### config.mk
export PLATFORM = sky130hd
export DESIGN_NAME = pix_stream_tx
export DESIGN_NICKNAME = d
export VERILOG_FILES = /design/src/rtl/pix_stream_tx.sv
export SDC_FILE = /design/constraint.sdc
export NUM_CORES = 1
export LEC_CHECK = 0
export ABC_AREA = 1
export CAP_MARGIN = 20
export CELL_PAD_IN_SITES_DETAIL_PLACEMENT = 0
export CELL_PAD_IN_SITES_GLOBAL_PLACEMENT = 1
export CORE_ASPECT_RATIO = 1.4
export CORE_MARGIN = 8
export CORE_UTILIZATION = 35
export CTS_CLUSTER_DIAMETER = 30
export CTS_CLUSTER_SIZE = 16
export DETAILED_ROUTE_END_ITERATION = 12
export PLACE_DENSITY = 0.74
export RECOVER_POWER = 25
export SYNTH_ARGS = -nofsm -noshare
export SYNTH_HDL_FRONTEND = slang
export SYNTH_SLANG_ARGS = --single-unit
### constraint.sdc
create_clock -name clk -period 3.8 [get_ports clk]
set_input_delay 0.57 -clock clk [delete_from_list [all_inputs] [get_ports clk]]
set_output_delay 0.57 -clock clk [all_outputs]
set_load 0.05 [all_outputs]
### src/rtl/pix_stream_tx.sv
// Pixel-stream transmitter: unpacks multi-pixel words into one pixel per cycle on a
// valid/ready stream and tags each pixel with raster position flags (sof/eol/eof).
module pix_stream_tx #(
  parameter int PIXEL_WIDTH     = 8,
  parameter int PIXELS_PER_WORD = 4,
  parameter int IMG_WIDTH       = 854,
  parameter int IMG_HEIGHT      = 480
) (
  input  logic                                   clk,
  input  logic                                   rst,
  input  logic                                   w_valid,
  output logic                                   w_ready,
  input  logic [PIXEL_WIDTH*PIXELS_PER_WORD-1:0] w_data,
  output logic                                   p_valid,
  input  logic                                   p_ready,
  output logic [PIXEL_WIDTH-1:0]                 pixel,
  output logic                                   p_sof,
  output logic                                   p_eol,
  output logic                                   p_eof,
  output logic                                   frame_done
);

  localparam int LW = (PIXELS_PER_WORD > 1) ? $clog2(PIXELS_PER_WORD) : 1;
  localparam int CW = (IMG_WIDTH  > 1) ? $clog2(IMG_WIDTH)  : 1;
  localparam int RW = (IMG_HEIGHT > 1) ? $clog2(IMG_HEIGHT) : 1;

  localparam logic [0:0] EMPTY = 1'b0;
  localparam logic [0:0] SEND  = 1'b1;

  logic [0:0]                                  state;
  logic [PIXELS_PER_WORD-1:0][PIXEL_WIDTH-1:0] word;
  logic [LW-1:0]                               lane;
  logic [CW-1:0]                               col;
  logic [RW-1:0]                               row;

  logic col_last, row_last, lane_last, px_hs, take_word, w_hs;

  assign p_valid  = (state == SEND);
  assign pixel    = word[lane];
  assign col_last = (col == CW'(IMG_WIDTH - 1));
  assign row_last = (row == RW'(IMG_HEIGHT - 1));

  assign p_sof = p_valid && (row == '0) && (col == '0);
  assign p_eol = p_valid && col_last;
  assign p_eof = p_eol && row_last;

  // The eof pixel ends the word early so the next frame starts on a fresh lane 0.
  assign lane_last = (lane == LW'(PIXELS_PER_WORD - 1)) || (col_last && row_last);
  assign px_hs     = p_valid && p_ready;
  assign take_word = (state == EMPTY) || (px_hs && lane_last);
  assign w_ready   = rst && take_word;
  assign w_hs      = w_valid && take_word;

  always_ff @(posedge clk or negedge rst) begin
    if (!rst) begin
      state      <= EMPTY;
      word       <= '0;
      lane       <= '0;
      col        <= '0;
      row        <= '0;
      frame_done <= 1'b0;
    end else begin
      frame_done <= px_hs && p_eof;
      if (px_hs) begin
        lane <= lane_last ? '0 : lane + LW'(1);
        if (col_last) begin
          col <= '0;
          row <= row_last ? '0 : row + RW'(1);
        end else begin
          col <= col + CW'(1);
        end
      end
      if (w_hs) begin
        word  <= w_data;
        lane  <= '0;
        state <= SEND;
      end else if (px_hs && lane_last) begin
        state <= EMPTY;
      end
    end
  end

endmodule

-- Word-level counts from Yosys, hierarchy flattened
Index checks and enable logic that the tools add are counted.
- bits in registers: 55
- output and inout port bits: 14
- logic and storage cells: 43
- $add $sub $neg: 3
- order comparisons: 1
- equal/unequal tests: 3
- mux-type cells: 9
- bitwise gates (word level): 1
- reductions and logical operators: 17
- operators by type and width (kind ; number):
    $bmux 8 s2 ; 1
    $add 10x1->10 const B ; 1
    $eq 10x10->1 const B ; 1
    $logic_and 1x1->1 ; 10
    $logic_not 10->1 ; 1
    $mux 10 ; 1
    $add 9x1->9 const B ; 1
    $eq 9x9->1 const B ; 1
    $logic_not 9->1 ; 1
    $mux 9 ; 1
    $mux 8 ; 1
    $mux 2 ; 3
    $reduce_bool 2->1 ; 2
    $lt 2x3->1 const B ; 1
    $add 2x1->2 const B ; 1
    $eq 2x2->1 const B ; 1
    $logic_or 1x1->1 ; 2
    $mux 1 ; 2
    $reduce_and 2->1 ; 1
    $not 1->1 ; 1

-- Logic depth before layout (Yosys ltp)
Gate-level depths: netlist of the first run.
- word-level depth: 7
- depth in mapped cells: 12
- gate-level depth less buffers: 11

-- Least setup slack after synthesis of the first run
No wires, ideal clock.
- kind: flip-flop to output port
- from: register state, in the netlist p_valid
- to: output port p_sof
- data arrival time: 2.665 ns
- required time: 3.230 ns
- slack: 0.565 ns
- cell stages (with the launch flop): 5
- path buffers: 0
- path through: dfrtp_1 inv_1 nor4_1 nand3_1 nor4_1
- cells in the longest elaborated chain, start to end: 2
- ends and longest elaborated chain (what ; RTL line ; text):
    start: declaration ; 30 ; logic [0:0] state;
    start signal: assignment ; 56 ; state <= EMPTY;
    start signal: assignment ; 76 ; state <= SEND;
    start signal: assignment ; 78 ; state <= EMPTY;
    $logic_and 1x1->1 (2 in series) ; 43 ; assign p_sof = p_valid && (row == '0) && (col == '0);
    end: declaration ; 17 ; output logic p_sof,
Every way passes these cells.

-- Worst setup path in the final report of the first run
- from: register col[1]
- to: output port w_ready
- cells in the longest elaborated chain, start to end: 6
- ends and longest elaborated chain (what ; RTL line ; text):
    start: declaration ; 33 ; logic [CW-1:0] col;
    start signal: assignment ; 70 ; col <= col + CW'(1);
    $eq 10x10->1 ; 40 ; assign col_last = (col == CW'(IMG_WIDTH - 1));
    $logic_and 1x1->1 ; 48 ; assign lane_last = (lane == LW'(PIXELS_PER_WORD - 1)) || (col_last && row_last);
    $logic_or 1x1->1 ; 48 ;
    $logic_and 1x1->1 ; 50 ; assign take_word = (state == EMPTY) || (px_hs && lane_last);
    $logic_or 1x1->1 ; 50 ;
    $logic_and 1x1->1 ; 51 ; assign w_ready = rst && take_word;
    end: declaration ; 12 ; output logic w_ready,
Every way passes these cells.

==> metrics.md, run 1 <==
| Metric | Value |
|---|---|
| DRC | `0` |
| Clk Latency, worst-skew pair | `0.29 ns` |
| Worst slack at placement | `1.02 ns` |
| Clock sink count | `55` |
| Global placer's final weighted congestion | `0.781` |
| H-tree Lvls | `2` |
| Fmax | `324 MHz` |
| Critical Path End Type | `output pin` |
| Ports | `50` |
| Num CTS Buffers | `5` |
| GRT overflow | `0` |
| Final wirelength | `7230 um` |
| Clock transition at path regs | `0.07 ns` |
| Outcome | `complete, no violations` |
| Yosys cell types | `32` |
| Worst Hold Depth | `2` |
| Post-Layout Cell Count | `503` |
| Synthesized area | `2860 um^2` |
| Total track usage | `0.137` |
| Wire length of the first global-routing pass | `12,400 um` |
| HP Start | `word[14]` |
| Worst EP required | `3.23 ns` |
| Area Overhead vs Synth | `24.3%` |
| CTS tree | `built` |
| Setup_tns | `0 ns` |
| Die H | `123 um` |
| Final Worst Setup Slack | `0.710 ns` |
| Placed Cells | `495` |
| Power per cell area | `739 nW/um^2` |
| Max-slew headroom | `0.0602` |
| Endpoints failing setup | `0` |
| Max Slew Vio Count | `0` |
| Warnings from Yosys | `0` |
| Root buf cell | `clkbuf_16` |
| Cell Rows | `39` |
| # Max-Cap Violations | `0` |
| Ant. Diodes | `0` |
| Hold path endpoint | `word[14]` |
| Clk_skew | `0.00413 ns` |
| Hpwl dp | `5250 um` |
| Largest net degree at the start of global routing | `56` |
| Die area | `11,400 um^2` |
| Clock Path Buffers | `2` |
| Port-buffer cells | `49` |
| WL/cell | `14.4 um` |
| Hold Path Class | `reg2reg` |
| Worst r2r src | `col[1]` |
| Vias in the first global route | `2,529` |
| Total power | `2.63 mW` |
| Seq cells post-synth | `55` |
| Initial Util | `0.355` |
| Setup crit start kind | `register` |
| FF-to-FF End | `word[0]` |
| Final ANT Viol Nets | `0` |
| Syn Inst Count | `356` |
| # fillers | `825` |
| Worst Path Max Fanout | `7` |
| Synth Area per Inst | `8.03 um^2` |
| Via-to-Cell Ratio | `4.78` |
| Max IR drop VDD | `0.000721 V` |
| Total number of vias | `2,405` |
| CTS resizes | `0` |
| Arr. time, crit path | `2.52 ns` |
| Static leakage | `1.70 nW` |
| Number of post-CTS setup repair buffers | `0` |
| Worst-Margin Slew | `1.41 ns` |
| Fin util | `0.441` |
| Antenna violations before repair | `0` |
| Period utilization | `0.813` |
| CTS Hold Bufs | `0` |
| Share of cells above drive strength 1 | `0.0574` |
| Fin crit period | `3.09 ns` |
| Core Area | `8050 um^2` |
| Seq/Total Area, Yosys | `0.482` |
| R2r worst-path depth | `11` |
| Final hold violations | `0` |
| Die width | `92.4 um` |
| TritonRoute pass-1 iters | `6` |
| Setup repair after global routing missed its margin | `no` |
| # nets final | `442` |
| R2r setup slk | `1.60 ns` |
| WS Path Type | `reg2out` |
| Synth Net Count | `398` |
| Detailed Route Iter0 Violations | `96` |
==> cell type report <==
cell class / count / area, um^2 / share of cell area
clock buffers: 8 / 156 / 0.0440
inverters: 28 / 105 / 0.0296
multi-input cells: 258 / 1280 / 0.361
flip-flops and latches: 55 / 1380 / 0.388
well taps: 102 / 128 / 0.0359
repair buffers: 52 / 504 / 0.142
==> cell usage in the layout (no fill, tap or decap), drive strengths merged, types with 8 or more instances in the layout <==
master         instances
o21ai                 26
o22ai                  8
nor2                  38
nand3                 44
clkdlybuf4s50         48
clkbuf                10
inv                   28
nand2                102
nor3                   8
dfrtp                 55
==> critical path: stages (launching register included) <==
cell             delay, ns
dfrtp_1               0.40
inv_1                 0.10
ha_1                  0.16
nand2_1               0.06
nor2_2                0.15
nand3_4               0.12
o21bai_4              0.17
nand2_2               0.10
a21boi_0              0.16
clkdlybuf4s50_1       0.82
==> worst max path at each step <==
stage                     to    start  slack (ns)
floorplan              p_sof  p_valid        0.56
global placement    pixel[1]  lane[0]        1.05
detailed placement   w_ready   col[1]        1.02
CTS                  w_ready   col[1]        0.69
global route         w_ready   col[1]        0.51
finish               w_ready   col[1]        0.71
==> kinds of logic (layout without fill, tap and decap cells) <==
| logic type | after synthesis | count (layout) | synth area share |
|---|---|---|---|
| AOI/OAI and AO/OA | 44 | 44 | 0.0880 |
| and+or+nand+nor | 202 | 202 | 0.315 |
| buffers and inverters | 43 | 88 | 0.0700 |
| muxes | 1 | 1 | 0.00350 |
| xor gates and xnor gates | 5 | 5 | 0.0153 |
| DFF | 55 | 55 | 0.482 |
| adders and majority gates | 6 | 6 | 0.0263 |
==> through the flow <==
stage / hold slack (ns) / cell area, um^2
floorplan: 0.274 / 2860
global placement: 0.450 / 3400
detailed placement: 0.454 / 3400
CTS: 0.471 / 3550
global route: 0.498 / 3550
finish: 0.472 / 3550
==> synth_stat cells (all sizes together) <==
cell / n / area share
nand4: 2 / 0.0044
a21boi: 1 / 0.0026
nor2: 38 / 0.053
mux2i: 1 / 0.0035
o22ai: 8 / 0.018
a21oi: 6 / 0.011
nand3b: 2 / 0.0053
o21bai: 1 / 0.0066
a211oi: 1 / 0.0026
dfrtp: 55 / 0.48
nand2: 102 / 0.14
nor3: 8 / 0.016
buf: 9 / 0.025
o31ai: 1 / 0.0026
nor3b: 2 / 0.0053
clkbuf: 6 / 0.0079
inv: 28 / 0.037
ha: 6 / 0.026
nor4: 4 / 0.0088
o21ai: 26 / 0.046
xor2: 5 / 0.015
nand3: 44 / 0.081
==> per-layer routing <==
layer	share of wire	track usage
met5	0	0
met4	0.017	0.0465
met3	0.048	0.0310
met1	0.42	0.159
met2	0.51	0.243
==> power by group <==
part,leakage [nW],internal (mW),switching [mW]
logic,0.959,0.391,0.737
registers,0.665,0.803,0.210
clock network,0.0772,0.281,0.202
==> sequential cells by signal, summed over array words and instances (netlist names) <==
register,count
word,32
col,10
row,9
lane,2
frame_done,1
p_valid,1
Note: power is estimated with default switching activity, not from simulation.
==> inputs of run 2 (changes only) <==
- PLACE_DENSITY: 0.74 -> 0.77
- clock period: 3.8 -> 2.55 ns (I/O delays scaled with it)
==> run 2 against run 1 <==
Net effect:
- global-route usage fell by 0.22 points
- sequential power rose by 47%
- clock skew rose by 0.0022 ns
- non-clock buffer count rose by 1
- critical path depth did not move
- register-to-register slack got worse by 1.2 ns
- first-iteration DRC count fell by 39%
- utilization rose by 1.1 points
- critical endpoint unchanged
==> metrics.md, run 2 (synthesized netlist as in run 1, its figures left out) <==
| Metric | Value |
|---|---|
| # Max-Cap Violations | `0` |
| Number of post-CTS setup repair buffers | `0` |
| Antenna violations before repair | `0` |
| Outcome | `complete, no violations` |
| DRC | `0` |
| Clock transition at path regs | `0.07 ns` |
| R2r worst-path depth | `11` |
| Worst Hold Depth | `2` |
| Commonest non-fill, non-tap cell in the layout | `nand2_1` |
| Fin util | `0.452` |
| Post-Layout Cell Count | `504` |
| Max-slew headroom | `0.0867` |
| HP Start | `word[11]` |
| Share of cells above drive strength 1 | `0.0945` |
| Setup crit start kind | `register` |
| Via-to-Cell Ratio | `4.92` |
| CTS Hold Bufs | `0` |
| Core Area | `8050 um^2` |
| Final hold violations | `0` |
| Initial Util | `0.355` |
| Cell Rows | `39` |
| # nets final | `443` |
| Clock Path Buffers | `2` |
| Largest net degree at the start of global routing | `56` |
| Worst-Margin Slew | `1.37 ns` |
| Period utilization | `0.936` |
| Ant. Diodes | `0` |
| Final wirelength | `7200 um` |
| Hold_ws | `0.470 ns` |
| Max IR drop VDD | `0.000806 V` |
| Fin crit period | `2.39 ns` |
| Setup repair after global routing missed its margin | `no` |
| Total power | `4.20 mW` |
| Worst Path Max Fanout | `7` |
| Die width | `92.4 um` |
| Final Worst Setup Slack | `0.164 ns` |
| Area Overhead vs Synth | `27.4%` |
| R2r setup slk | `0.38 ns` |
| Clock sink count | `55` |
| Clk_skew | `0.00635 ns` |
| Most frequent cells in the layout | `nand2_1, dfrtp_1, nand3_1` |
| Max reg flops | `32` |
| Most flop-heavy register | `word` |
| Die area | `11,400 um^2` |
| Final instance area | `3640 um^2` |
| Hold path endpoint | `word[11]` |
| Critical Path End Type | `output pin` |
| Total number of vias | `2,479` |
| Placed Cells | `496` |
| Die H | `123 um` |
| Max Slew Vio Count | `0` |
| Hold Path Class | `reg2reg` |
| Final ANT Viol Nets | `0` |
| CTS resizes | `0` |
| WS Path Type | `reg2out` |
| Endpoints failing setup | `0` |
| Static leakage | `1.75 nW` |
| Global placer's final weighted congestion | `0.835` |
| # fillers | `849` |
| Largest registers | `word (32), col (10), row (9)` |
| Port-buffer cells | `49` |
| Num CTS Buffers | `5` |
| Fmax | `419 MHz` |
| FF-to-FF End | `word[8]` |
| Clk Latency, worst-skew pair | `0.29 ns` |
| Wire length of the first global-routing pass | `12,400 um` |
| Arr. time, crit path | `2.00 ns` |
| Setup_tns | `0 ns` |
| TritonRoute pass-1 iters | `4` |
| Vias in the first global route | `2,624` |
| CTS tree | `built` |
| Worst slack at placement | `0.372 ns` |
| Power per cell area | `1150 nW/um^2` |
| Total track usage | `0.135` |
| Dpl cell area | `3490 um^2` |
| Ports | `50` |
| Detailed Route Iter0 Violations | `59` |
| Worst r2r src | `col[1]` |
| Worst EP required | `2.17 ns` |
| Hpwl dp | `5320 um` |
| WL/cell | `14.3 um` |
| Root buf cell | `clkbuf_16` |
| GRT overflow | `0` |
| H-tree Lvls | `2` |
run 2: worst max-delay path, stage by stage (launching register included):
cell	delay (ns)
dfrtp_1	0.41
inv_1	0.10
ha_1	0.17
nand2_1	0.06
nor2_2	0.16
nand3_4	0.13
o21bai_4	0.16
nand2_2	0.09
a21boi_1	0.25
buf_12	0.18
run 2: worst max path at each step:
stage / slack (ns) / end / cells past startpoint / start
2_1_floorplan: 0.07 / p_sof / 4 / p_valid
3_3_place_gp: 0.44 / row[6] / 7 / p_ready
3_5_place_dp: 0.37 / word[0] / 11 / col[1]
4_1_cts: 0.16 / w_ready / 9 / col[1]
5_1_grt: 0.03 / w_ready / 9 / col[1]
6_report: 0.16 / w_ready / 9 / col[1]
run 2: final cells by class:
cell class                      count  area [um^2]  share of cell area
Clock buffer                        5          125              0.0344
Clock inverter                      3         25.0             0.00687
Inverter                           28          105              0.0289
Multi-Input combinational cell    258         1290               0.354
Sequential cell                    55         1380               0.378
Tap cell                          102          128              0.0351
Timing Repair Buffer               53          594               0.163
run 2: layer usage:
metal | up-vias | routed length (um) | GRT usage
met5 | - | 0 | 0
met4 | 0 | 67 | 0.0354
met3 | 6 | 263 | 0.0322
met2 | 43 | 3860 | 0.253
met1 | 1173 | 3010 | 0.147
li1 | 1257 | - | -
run 2: where the power goes:
group	total [mW]	internal (mW)	switching (mW)	leakage (nW)
Clock	0.697	0.368	0.329	0.0700
Combinational	2.03	0.837	1.19	1.02
Sequential	1.48	1.20	0.285	0.665
Total	4.20	2.40	1.80	1.75
==> inputs of run 3 (changes only) <==
- REMOVE_ABC_BUFFERS: not set -> 1
==> run 3 against run 2 <==
Net effect:
- maximum frequency is 2.1% higher
- global-route usage fell by 0.18 points
- power grew 0.11%
- largest cell class unchanged
==> metrics.md, run 3 (synthesized netlist as in run 1, its figures left out) <==
| Metric | Value |
|---|---|
| Outcome | `complete, no violations` |
| Clock transition at path regs | `0.07 ns` |
| Total power | `4.21 mW` |
| R2r setup slk | `0.34 ns` |
| Worst-Margin Slew | `1.42 ns` |
| Clk Latency, worst-skew pair | `0.29 ns` |
| Most frequent cells in the layout | `nand2_1, dfrtp_1, nand3_1` |
| CTS tree | `built` |
| Hold Path Class | `reg2reg` |
| WL/cell | `13.9 um` |
| Root buf cell | `clkbuf_16` |
| Ant. Diodes | `0` |
| GRT overflow | `0` |
| CP max stage delay | `0.40 ns` |
| Total track usage | `0.133` |
| Clock Path Buffers | `2` |
| Share of cells above drive strength 1 | `0.0993` |
| Dpl cell area | `3510 um^2` |
| WS Path Type | `reg2out` |
| Setup repair after global routing missed its margin | `no` |
| Ports | `50` |
| Max reg flops | `32` |
| Max-slew headroom | `0.0513` |
| Commonest non-fill, non-tap cell in the layout | `nand2_1` |
| Largest registers | `word (32), col (10), row (9)` |
| R2r worst-path depth | `11` |
| Max Slew Vio Count | `0` |
| Critical Path End Type | `output pin` |
| Period utilization | `0.917` |
| Arr. time, crit path | `1.96 ns` |
| Worst Path Max Fanout | `7` |
| Total number of vias | `2,480` |
| Clock sink count | `55` |
| Delay-heaviest family, CP | `simple AND/OR/NAND/NOR gates` |
| Hpwl dp | `5000 um` |
| Detailed Route Iter0 Violations | `75` |
| CTS Hold Bufs | `0` |
| Worst Hold Depth | `2` |
| Fmax | `428 MHz` |
| Area Overhead vs Synth | `28.2%` |
| # nets final | `444` |
| Multi-input logic area | `1290 um^2` |
| Final wirelength | `7020 um` |
| Static leakage | `1.77 nW` |
| Endpoints failing setup | `0` |
| Global placer's final weighted congestion | `0.786` |
| Die area | `11,400 um^2` |
| H-tree Lvls | `2` |
| CP Depth | `9` |
| Largest net degree at the start of global routing | `56` |
| Most flop-heavy register | `word` |
| Antenna violations before repair | `0` |
| Worst EP required | `2.17 ns` |
| Crit path buffers/inverters | `2` |
| Fin util | `0.455` |
| Core Area | `8050 um^2` |
| Final ANT Viol Nets | `0` |
| Die H | `123 um` |
| Wire length of the first global-routing pass | `12,300 um` |
| Crit-path slowest cell | `dfrtp_1` |
| Final instance area | `3660 um^2` |
| # fillers | `837` |
| Setup crit start kind | `register` |
| Register Area | `1380 um^2` |
| Die width | `92.4 um` |
| Clk_skew | `0.00498 ns` |
| Initial Util | `0.355` |
| CP Cell Sequence | `inv_1 -> ha_1 -> nand2_1 -> nor2_2 -> nand3_4 -> o21bai_4 -> nand2_2 -> a21boi_2 -> buf_12` |
| DRC | `0` |
| Power per cell area | `1150 nW/um^2` |
| Port-buffer cells | `49` |
| Via-to-Cell Ratio | `4.91` |
| Max IR drop VDD | `0.000803 V` |
| # Max-Cap Violations | `0` |
| TritonRoute pass-1 iters | `4` |
| Vias in the first global route | `2,607` |
| Num CTS Buffers | `5` |
| Fin crit period | `2.34 ns` |
| Cell Rows | `39` |
| Final hold violations | `0` |
==> run 3: metrics by stage <==
stage	TNS, ns	setup WS [ns]	cells	hold slack [ns]
after floorplan	-0.589	-0.498	341	0.0869
after global placement	0	0.376	497	0.448
final	0	0.212	505	0.466
after detailed placement	0	0.351	497	0.453
after global routing	0	0.0608	505	0.486
after CTS	0	0.0000591	505	0.317
==> run 3: final timing paths <==
| path | startpoint | to |
|---|---|---|
| max | col[1] | w_ready |
| min | word[14] | word[14] |
| max reg2reg | col[1] | word[12] |
| min reg2reg | word[14] | word[14] |
| max in group asynchronous | rst | frame_done |
| min in group asynchronous | rst | col[6] |
==> run 3: repair_timing <==
item / 4_1_cts / 5_1_grt
endpoints found under the setup margin: 0 / 1
buffers inserted: 0 / 0
gates resized for setup: 0 / 3
==> run 3: power by group <==
part           internal [mW]  switching [mW]  total, mW
Combinational          0.847            1.21       2.06
Clock                  0.370           0.331      0.701
Sequential              1.20           0.252       1.45
==> run 3: layout make-up <==
class,count,share of cell area
multi-input cells,258,0.353
inverters,28,0.0287
repair buffers,54,0.168
clock inverters,3,0.00615
well taps,102,0.0348
flip-flops and latches,55,0.376
clock buffers,5,0.0342
==> run 3: layer usage <==
| metal | part of all wire | global-route usage |
|---|---|---|
| met3 | 0.040 | 0.0352 |
| met4 | 0.016 | 0.0435 |
| met2 | 0.48 | 0.217 |
| met5 | 0 | 0 |
| met1 | 0.47 | 0.167 |
==> run 3: worst register-to-register path, delay by kind of cell (launching register included) <==
kind                       cells  cell delay, ns
and+or+nand+nor                8            1.26
DFF                            1            0.40
adders and majority gates      1            0.17
AOI/OAI and AO/OA              1            0.17
buffers and inverters          1            0.10
